$ cat src/rtl/scmp_muldiv_seq.sv
// SC/MP MPY/DIV sequencer: drives the shared ALU with ADD/RRL over 8 bit-iterations.
// Define SCMP_MULDIV_DIV_EN to build the divide path; otherwise DIV completes at once with overflow.
`ifndef SCMP_ALU_ADD
`define SCMP_ALU_ADD 4'h4
`endif
`ifndef SCMP_ALU_RRL
`define SCMP_ALU_RRL 4'hA
`endif

module scmp_muldiv_seq (
  input  logic       clk,
  input  logic       rst,
  input  logic       start,
  input  logic       op_div,
  input  logic [7:0] hi_i,
  input  logic [7:0] lo_i,
  input  logic [7:0] b_i,
  output logic       alu_own,
  output logic [3:0] alu_op,
  output logic [7:0] alu_a,
  output logic [7:0] alu_b,
  output logic       alu_cy,
  input  logic [7:0] alu_res,
  input  logic       alu_cy_o,
  output logic       busy,
  output logic       done,
  output logic [7:0] hi_o,
  output logic [7:0] lo_o,
  output logic       ov_o
);

  localparam logic [3:0] OP_ADD = `SCMP_ALU_ADD;
  localparam logic [3:0] OP_RRL = `SCMP_ALU_RRL;

`ifdef SCMP_MULDIV_DIV_EN
  typedef enum logic [2:0] {IDLE, CHK, MADD, MSHR, DSHL, DSUB, DONE} state_t;
`else
  typedef enum logic [2:0] {IDLE, MADD, MSHR, DONE} state_t;
`endif

  state_t     r_state;
  logic [7:0] r_hi;
  logic [7:0] r_lo;
  logic [7:0] r_m;
  logic       r_cy;
  logic [2:0] r_n;
  logic       r_busy;
  logic       r_done;
  logic [7:0] r_hi_o;
  logic [7:0] r_lo_o;
  logic       r_ov;

`ifdef SCMP_MULDIV_DIV_EN
  // Trial subtract succeeds if the bit shifted out of hi was set or hi >= m.
  logic w_take;
  assign w_take = r_cy | alu_cy_o;
`endif

  assign busy = r_busy;
  assign done = r_done;
  assign hi_o = r_hi_o;
  assign lo_o = r_lo_o;
  assign ov_o = r_ov;

  always_comb begin
    alu_own = 1'b0;
    alu_op  = OP_ADD;
    alu_a   = '0;
    alu_b   = '0;
    alu_cy  = 1'b0;
    case (r_state)
      MADD: begin
        alu_own = 1'b1;
        alu_a   = r_hi;
        alu_b   = r_lo[0] ? r_m : '0;
      end
      MSHR: begin
        alu_own = 1'b1;
        alu_op  = OP_RRL;
        alu_a   = r_hi;
        alu_cy  = r_cy;
      end
`ifdef SCMP_MULDIV_DIV_EN
      CHK, DSUB: begin
        alu_own = 1'b1;
        alu_a   = r_hi;
        alu_b   = ~r_m;
        alu_cy  = 1'b1;
      end
      DSHL: begin
        alu_own = 1'b1;
        alu_a   = r_hi;
        alu_b   = r_hi;
        alu_cy  = r_lo[7];
      end
`endif
      default: ;
    endcase
  end

  always_ff @(posedge clk) begin
    if (rst) begin
      r_state <= IDLE;
      r_hi    <= '0;
      r_lo    <= '0;
      r_m     <= '0;
      r_cy    <= 1'b0;
      r_n     <= '0;
      r_busy  <= 1'b0;
      r_done  <= 1'b0;
      r_hi_o  <= '0;
      r_lo_o  <= '0;
      r_ov    <= 1'b0;
    end else begin
      r_done <= 1'b0;
      case (r_state)
        IDLE: begin
          if (start) begin
            r_lo   <= lo_i;
            r_m    <= b_i;
            r_n    <= '0;
            r_busy <= 1'b1;
            if (op_div) begin
              r_hi <= hi_i;
`ifdef SCMP_MULDIV_DIV_EN
              r_ov    <= 1'b0;
              r_state <= CHK;
`else
              r_ov    <= 1'b1;
              r_hi_o  <= hi_i;
              r_lo_o  <= lo_i;
              r_done  <= 1'b1;
              r_state <= DONE;
`endif
            end else begin
              r_hi    <= '0;
              r_ov    <= 1'b0;
              r_state <= MADD;
            end
          end
        end
        MADD: begin
          r_hi    <= alu_res;
          r_cy    <= alu_cy_o;
          r_state <= MSHR;
        end
        MSHR: begin
          r_hi <= alu_res;
          r_lo <= {alu_cy_o, r_lo[7:1]};
          r_n  <= r_n + 3'd1;
          if (r_n == 3'd7) begin
            r_hi_o  <= alu_res;
            r_lo_o  <= {alu_cy_o, r_lo[7:1]};
            r_done  <= 1'b1;
            r_state <= DONE;
          end else begin
            r_state <= MADD;
          end
        end
`ifdef SCMP_MULDIV_DIV_EN
        CHK: begin
          if (alu_cy_o) begin
            r_ov    <= 1'b1;
            r_hi_o  <= r_hi;
            r_lo_o  <= r_lo;
            r_done  <= 1'b1;
            r_state <= DONE;
          end else begin
            r_state <= DSHL;
          end
        end
        DSHL: begin
          r_hi    <= alu_res;
          r_cy    <= alu_cy_o;
          r_lo    <= {r_lo[6:0], 1'b0};
          r_state <= DSUB;
        end
        DSUB: begin
          if (w_take) begin
            r_hi    <= alu_res;
            r_lo[0] <= 1'b1;
          end
          r_n <= r_n + 3'd1;
          if (r_n == 3'd7) begin
            r_hi_o  <= w_take ? alu_res : r_hi;
            r_lo_o  <= {r_lo[7:1], w_take | r_lo[0]};
            r_done  <= 1'b1;
            r_state <= DONE;
          end else begin
            r_state <= DSHL;
          end
        end
`endif
        DONE: begin
          r_busy  <= 1'b0;
          r_state <= IDLE;
        end
        default: r_state <= IDLE;
      endcase
    end
  end

endmodule
$ cat config.mk
export PLATFORM = sky130hd
export DESIGN_NAME = scmp_muldiv_seq
export DESIGN_NICKNAME = d
export VERILOG_FILES = /design/src/rtl/scmp_muldiv_seq.sv
export SDC_FILE = /design/constraint.sdc
export NUM_CORES = 1
export LEC_CHECK = 0
export CORE_MARGIN = 10
export CORE_UTILIZATION = 25
export CTS_BUF_LIST = sky130_fd_sc_hd__clkbuf_4
export DETAILED_ROUTE_END_ITERATION = 7
export DONT_BUFFER_PORTS = 1
export GPL_TIMING_DRIVEN = 0
export HOLD_SLACK_MARGIN = 0.08
export PLACE_DENSITY = 0.39
export SYNTH_ARGS = -nofsm -noshare
export SYNTH_HDL_FRONTEND = slang
export SYNTH_SLANG_ARGS = --single-unit
$ cat constraint.sdc
create_clock -name clk -period 4.3 [get_ports clk]
set_clock_uncertainty 0.05 [all_clocks]
set_input_delay 1.29 -clock clk [delete_from_list [all_inputs] [get_ports clk]]
set_output_delay 1.29 -clock clk [all_outputs]
set_load 0.005 [all_outputs]
==> flow_summary.json, run 1 <==
{
  "post_cts_resized": 0,
  "power_mw": 1.29,
  "period_share_pct": 80.9,
  "synth_edf_count": 0,
  "crit_top_cell": "clkbuf_1",
  "grt_pass1_wl_um": 11100,
  "synth_ff_type": "dfxtp_1",
  "first_iter_violations": 102,
  "crit_fanout": 10,
  "hold_depth": 2,
  "critPathMaxStageDelay_ns": 0.42,
  "synth_compound_area_share_pct": 25.4,
  "dpl_cell_area_um2": 2430,
  "viasPerCell": 4.90,
  "place.gp.congestion": 0.736,
  "avgRoutedWirePerCell_um": 19.7,
  "cp-end-kind": "output pin",
  "muxShareOfSynthArea_pct": 9.01,
  "numPortBuffers": 0,
  "hp-start": "r_m[5]$_SDFFE_PP0P_",
  "antenna_found_initial": 0,
  "htreeDepth": 2,
  "drive_above_1_share_pct": 11.7,
  "fin_setup_tns_ns": 0,
  "yosysUniqueCellTypes": 31,
  "final_area_um2": 2480,
  "crit_slowest_cell": "dfxtp_1",
  "synth_cells": 248,
  "grt_max_degree": 16,
  "hp-class": "flop to flop",
  "max_freq_ghz": 0.288,
  "synthSimpleGateAreaFrac_pct": 13.0,
  "r2r-start": "r_state[0]$_SDFFE_PP0P_",
  "fin_util_pct": 28.2,
  "synth-seq-cells": 49,
  "relSlewSlack_pct": 52.5,
  "core_um2": 8810,
  "avgSynthCellArea_um2": 9.24,
  "mostFrequentLayoutCells": "49 x dfxtp_1, 36 x a21oi_1, 23 x nand2_1, 21 x a211oi_1, 18 x mux2i_1",
  "grt_pass1_vias": 1803,
  "routed_wl_um": 7200,
  "row_count": 34,
  "power-per-cell-area_nw_per_um2": 519,
  "cts_tree": "yes",
  "vdd_drop_max_mv": 0.178,
  "clkTransAtPathRegs_ns": 0.15,
  "p_clk_share_pct": 16.9,
  "synth-xor-area-share_pct": 0,
  "yosys_warnings": 0,
  "synthAdderAreaFrac_pct": 3.28,
  "postCtsSetupRepairBufs": 0,
  "p_switching_mw": 0.495,
  "start_util_pct": 26.0,
  "startpoint": "r_state[0]$_SDFFE_PP0P_",
  "synth_top_family_by_area": "compound AO/OA/AOI/OAI gates",
  "switching_share_pct": 38.4,
  "detail-route-antenna-nets": 0,
  "clockBufferDepth": 2,
  "syn2layout_area_growth_pct": 8.35,
  "worstMarginPinSlew_ns": 0.713,
  "intPower_mw": 0.794,
  "via_count": 1788,
  "worst_ep_arrival_time_ns": 2.14,
  "clockRootBuffer": "clkbuf_4",
  "numCtsBuffers": 5,
  "setup_viol": 0,
  "die_h_um": 116,
  "clk_latency_ns": 0.35,
  "pwr-share-seq_pct": 47.2,
  "dieArea_um2": 13400,
  "ff2ff_path_depth": 7,
  "syn_nets": 291,
  "maxCapViolations": 0,
  "drc": 0,
  "die_x_um": 116,
  "syn_area_um2": 2290,
  "fin_crit_ns": 3.48,
  "startpoint_type": "flop",
  "fin_nets": 298,
  "cp_cell_sequence": "inv_1 -> ha_1 -> clkbuf_1 -> clkbuf_1 -> and2_1",
  "slew_viol_final": 0,
  "required_ns": 2.96,
  "overflow": 0,
  "final_common_cell": "dfxtp_1",
  "p_leak_nw": 0.913,
  "status": "completed",
  "grt_usage_pct": 10.7,
  "dp_hpwl_um": 5350,
  "cts.sinks": 49,
  "async_reset_ff_share_pct": 0,
  "crit_type": "flop to output pin",
  "ios": 78,
  "report.final.hold_viol_count": 0,
  "rsz0062_at_grt": "no",
  "cts_hold_buffers": 0,
  "firstDrtPassIters": 4,
  "yosysSeqAreaShare_pct": 42.8,
  "pwr-share-comb_pct": 35.9
}
## cell usage after synthesis, types with 2 or more instances
cell type / instances / share of area, %
a211oi_1: 21 / 6.9
a211oi_2: 10 / 5.5
a21oi_1: 36 / 7.9
a22oi_1: 8 / 2.6
a32oi_1: 2 / 0.76
and2_1: 10 / 2.7
and3_1: 8 / 2.2
buf_1: 2 / 0.33
buf_2: 5 / 1.1
buf_4: 3 / 0.98
buf_6: 3 / 1.5
clkbuf_1: 11 / 1.8
dfxtp_1: 49 / 43
ha_1: 6 / 3.3
inv_1: 4 / 0.65
mux2i_1: 18 / 7.9
nand2_1: 23 / 3.8
nand2b_1: 2 / 0.55
nor2_1: 14 / 2.3
nor2b_1: 2 / 0.55
## area by class of cell
| class | count | area (um2) |
|---|---|---|
| Sequential cell | 49 | 981 |
| Tap cell | 108 | 135 |
| Inverter | 4 | 15.0 |
| Clock buffer | 5 | 37.5 |
| Fill cell | 942 | 6320 |
| Multi-Input combinational cell | 171 | 1170 |
| Buffer | 24 | 130 |
| Antenna cell | 1 | 2.50 |
| Clock inverter | 3 | 16.3 |
## metrics by stage
| step | hold slack [ns] | std cells | setup slack [ns] |
|---|---|---|---|
| 6_report | 0.411 | 365 | 0.822 |
| 5_1_grt | 0.437 | 364 | 0.586 |
| 4_1_cts | 0.414 | 364 | 0.760 |
| 3_5_place_dp | 0.394 | 356 | 1.19 |
| 3_3_place_gp | 0.388 | 356 | 1.21 |
| 2_1_floorplan | 0.382 | 248 | 1.62 |
## per-layer routing
metal	track usage, %	part of all wire [%]	up-vias
met3	4.70	10	2
met1	13.7	44	833
met4	3.00	0.82	0
met5	0	0	-
li1	-	-	907
met2	16.0	45	46
## cells by family (layout without fill, tap and decap cells)
kind of cell	after synthesis	count (layout)
buffers and inverters	28	36
flip-flops	49	49
other	1	2
multiplexers	20	20
AND/OR/NAND/NOR	62	62
AO/OA/AOI/OAI	82	82
adder cells (fa/ha/maj)	6	6
## path summary, 6_finish.rpt
check | to | slack (ns)
hold reg to reg | r_m[5]$_SDFFE_PP0P_ | 0.41
setup reg to reg | r_hi[7]$_SDFFE_PP0P_ | 2.17
hold / removal | r_m[5]$_SDFFE_PP0P_ | 0.41
setup / recovery | alu_a[1] | 0.82
## registers in the layout, indices dropped and copies added (netlist names)
register,cells
busy,1
done,1
hi_o,8
lo_o,8
ov_o,1
r_cy,1
r_hi,8
r_lo,8
r_m,8
r_n,3
r_state,2
## power groups by stage
stage                     clock network (mW)  registers [mW]  logic [mW]
final                                  0.218           0.608       0.463
after global routing                   0.252           0.623       0.526
after CTS                              0.234           0.612       0.472
after detailed placement                   0           0.622       0.471
after global placement                     0           0.621       0.467
after floorplan                            0           0.599       0.366
## critical path, delay by kind of cell (launching register included)
kind          cells  cell delay (ns)
buf+inv           3             0.77
flops             1             0.42
simple gates      1             0.23
fa+ha+maj         1             0.36
Note: power is estimated with default switching activity, not from simulation.
==> run 2: changes to the inputs <==
- PLACE_DENSITY: 0.39 -> 0.41
- clock period: 4.3 -> 3.1 ns (I/O delays scaled with it)
==> flow_summary.json, run 2 (same netlist as run 1, synthesis figures left out) <==
{
  "hold_end": "r_m[5]$_SDFFE_PP0P_",
  "hp-class": "flop to flop",
  "cts_tree": "yes",
  "r2r-end": "hi_o[1]$_SDFFE_PP0P_",
  "viasPerCell": 4.97,
  "row_count": 34,
  "htreeDepth": 2,
  "grt_usage_pct": 10.6,
  "numPortBuffers": 0,
  "detail-route-antenna-nets": 0,
  "p_clk_share_pct": 21.3,
  "rsz0062_at_grt": "no",
  "multi_input_area_um2": 1170,
  "relSlewSlack_pct": 51.0,
  "worstMarginPinSlew_ns": 0.734,
  "die_h_um": 116,
  "grt_pass1_wl_um": 11100,
  "drive_above_1_share_pct": 13.3,
  "core_um2": 8810,
  "routed_wl_um": 7030,
  "regArea_um2": 981,
  "dieArea_um2": 13400,
  "cts.sinks": 49,
  "pwr-share-seq_pct": 44.8,
  "max_freq_ghz": 0.346,
  "die_x_um": 116,
  "avgRoutedWirePerCell_um": 19.3,
  "clk_latency_ns": 0.37,
  "status": "completed",
  "dp_hpwl_um": 5400,
  "fin_crit_ns": 2.89,
  "maxCapViolations": 0,
  "place.gp.congestion": 0.707,
  "start_util_pct": 26.0,
  "numCtsBuffers": 5,
  "clkTransAtPathRegs_ns": 0.16,
  "overflow": 0,
  "period_share_pct": 93.1,
  "first_iter_violations": 88,
  "worst_ep_arrival_time_ns": 1.91,
  "grt_pass1_vias": 1957,
  "cp-end-kind": "output pin",
  "startpoint": "r_state[0]$_SDFFE_PP0P_",
  "ff2ff_path_depth": 7,
  "ios": 78,
  "p_leak_nw": 0.934,
  "ff2ff_setup_slack_ns": 1.04,
  "startpoint_type": "flop",
  "postCtsSetupRepairBufs": 0,
  "power-per-cell-area_nw_per_um2": 748,
  "p_switching_mw": 0.684,
  "setup_viol": 0,
  "report.final.hold_viol_count": 0,
  "via_count": 1809,
  "fin_util_pct": 28.5,
  "slew_viol_final": 0,
  "intPower_mw": 1.20,
  "firstDrtPassIters": 4,
  "pwr-share-comb_pct": 33.9,
  "syn2layout_area_growth_pct": 9.66,
  "hp-start": "r_m[5]$_SDFFE_PP0P_",
  "switching_share_pct": 36.3,
  "fin_nets": 298,
  "mostFrequentLayoutCells": "49 x dfxtp_1, 36 x a21oi_1, 23 x nand2_1, 21 x a211oi_1, 18 x mux2i_1",
  "clockRootBuffer": "clkbuf_4",
  "vdd_drop_max_mv": 0.283,
  "drc": 0,
  "final_common_cell": "dfxtp_1",
  "fillers": 940,
  "cts_hold_buffers": 0,
  "n_antenna_cell": 0,
  "crit_type": "flop to output pin",
  "grt_max_degree": 16,
  "hold_depth": 2,
  "r2r-start": "r_state[0]$_SDFFE_PP0P_",
  "post_cts_resized": 2,
  "clockBufferDepth": 2,
  "required_ns": 2.12,
  "crit_fanout": 10,
  "antenna_found_initial": 0,
  "fin_setup_tns_ns": 0
}
-- run 2: routing by layer --
layer	up-vias	track usage [%]	part of all wire, %
met5	-	0	0
met4	0	2.50	0.91
met3	7	6.05	12
li1	912	-	-
met2	53	16.7	45
met1	837	12.3	42
-- run 2: area by class of cell --
| type | count | share of cell area [%] |
|---|---|---|
| Inverter | 4 | 0.597 |
| Sequential cell | 49 | 39.0 |
| Clock inverter | 2 | 1.54 |
| Multi-Input combinational cell | 171 | 46.4 |
| Buffer | 24 | 5.28 |
| Tap cell | 108 | 5.38 |
| Clock buffer | 6 | 1.79 |
-- run 2: how the worst max path moves through the flow --
stage	endpoint	slack (ns)	cells past startpoint
floorplan	alu_a[0]	0.78	5
global placement	alu_a[6]	0.34	5
detailed placement	alu_a[6]	0.33	5
CTS	alu_a[6]	0.14	5
global route	alu_a[0]	0.03	5
finish	alu_a[0]	0.21	5
-- run 2: power by group through the flow --
stage	logic (mW)	clock network [mW]	registers (mW)
after floorplan	0.508	0	0.830
after global placement	0.644	0	0.861
after detailed placement	0.649	0	0.862
after CTS	0.654	0.421	0.848
after global routing	0.717	0.438	0.865
final	0.637	0.400	0.844
-- run 2: critical path, cell delays in order, from the launching register on --
cell	delay, ns
dfxtp_1	0.43
inv_1	0.08
ha_1	0.34
clkbuf_2	0.24
clkbuf_2	0.24
and2_1	0.20
-- run 2: per-stage QoR --
step	setup WS, ns	cells	instance area (um2)	hold slack, ns	power, mW
after detailed placement	0.329	356	2430	0.396	1.51
after floorplan	0.777	248	2290	0.382	1.34
final	0.213	364	2510	0.413	1.88
after CTS	0.142	364	2510	0.415	1.92
after global placement	0.338	356	2430	0.388	1.50
after global routing	0.0328	364	2510	0.427	2.02
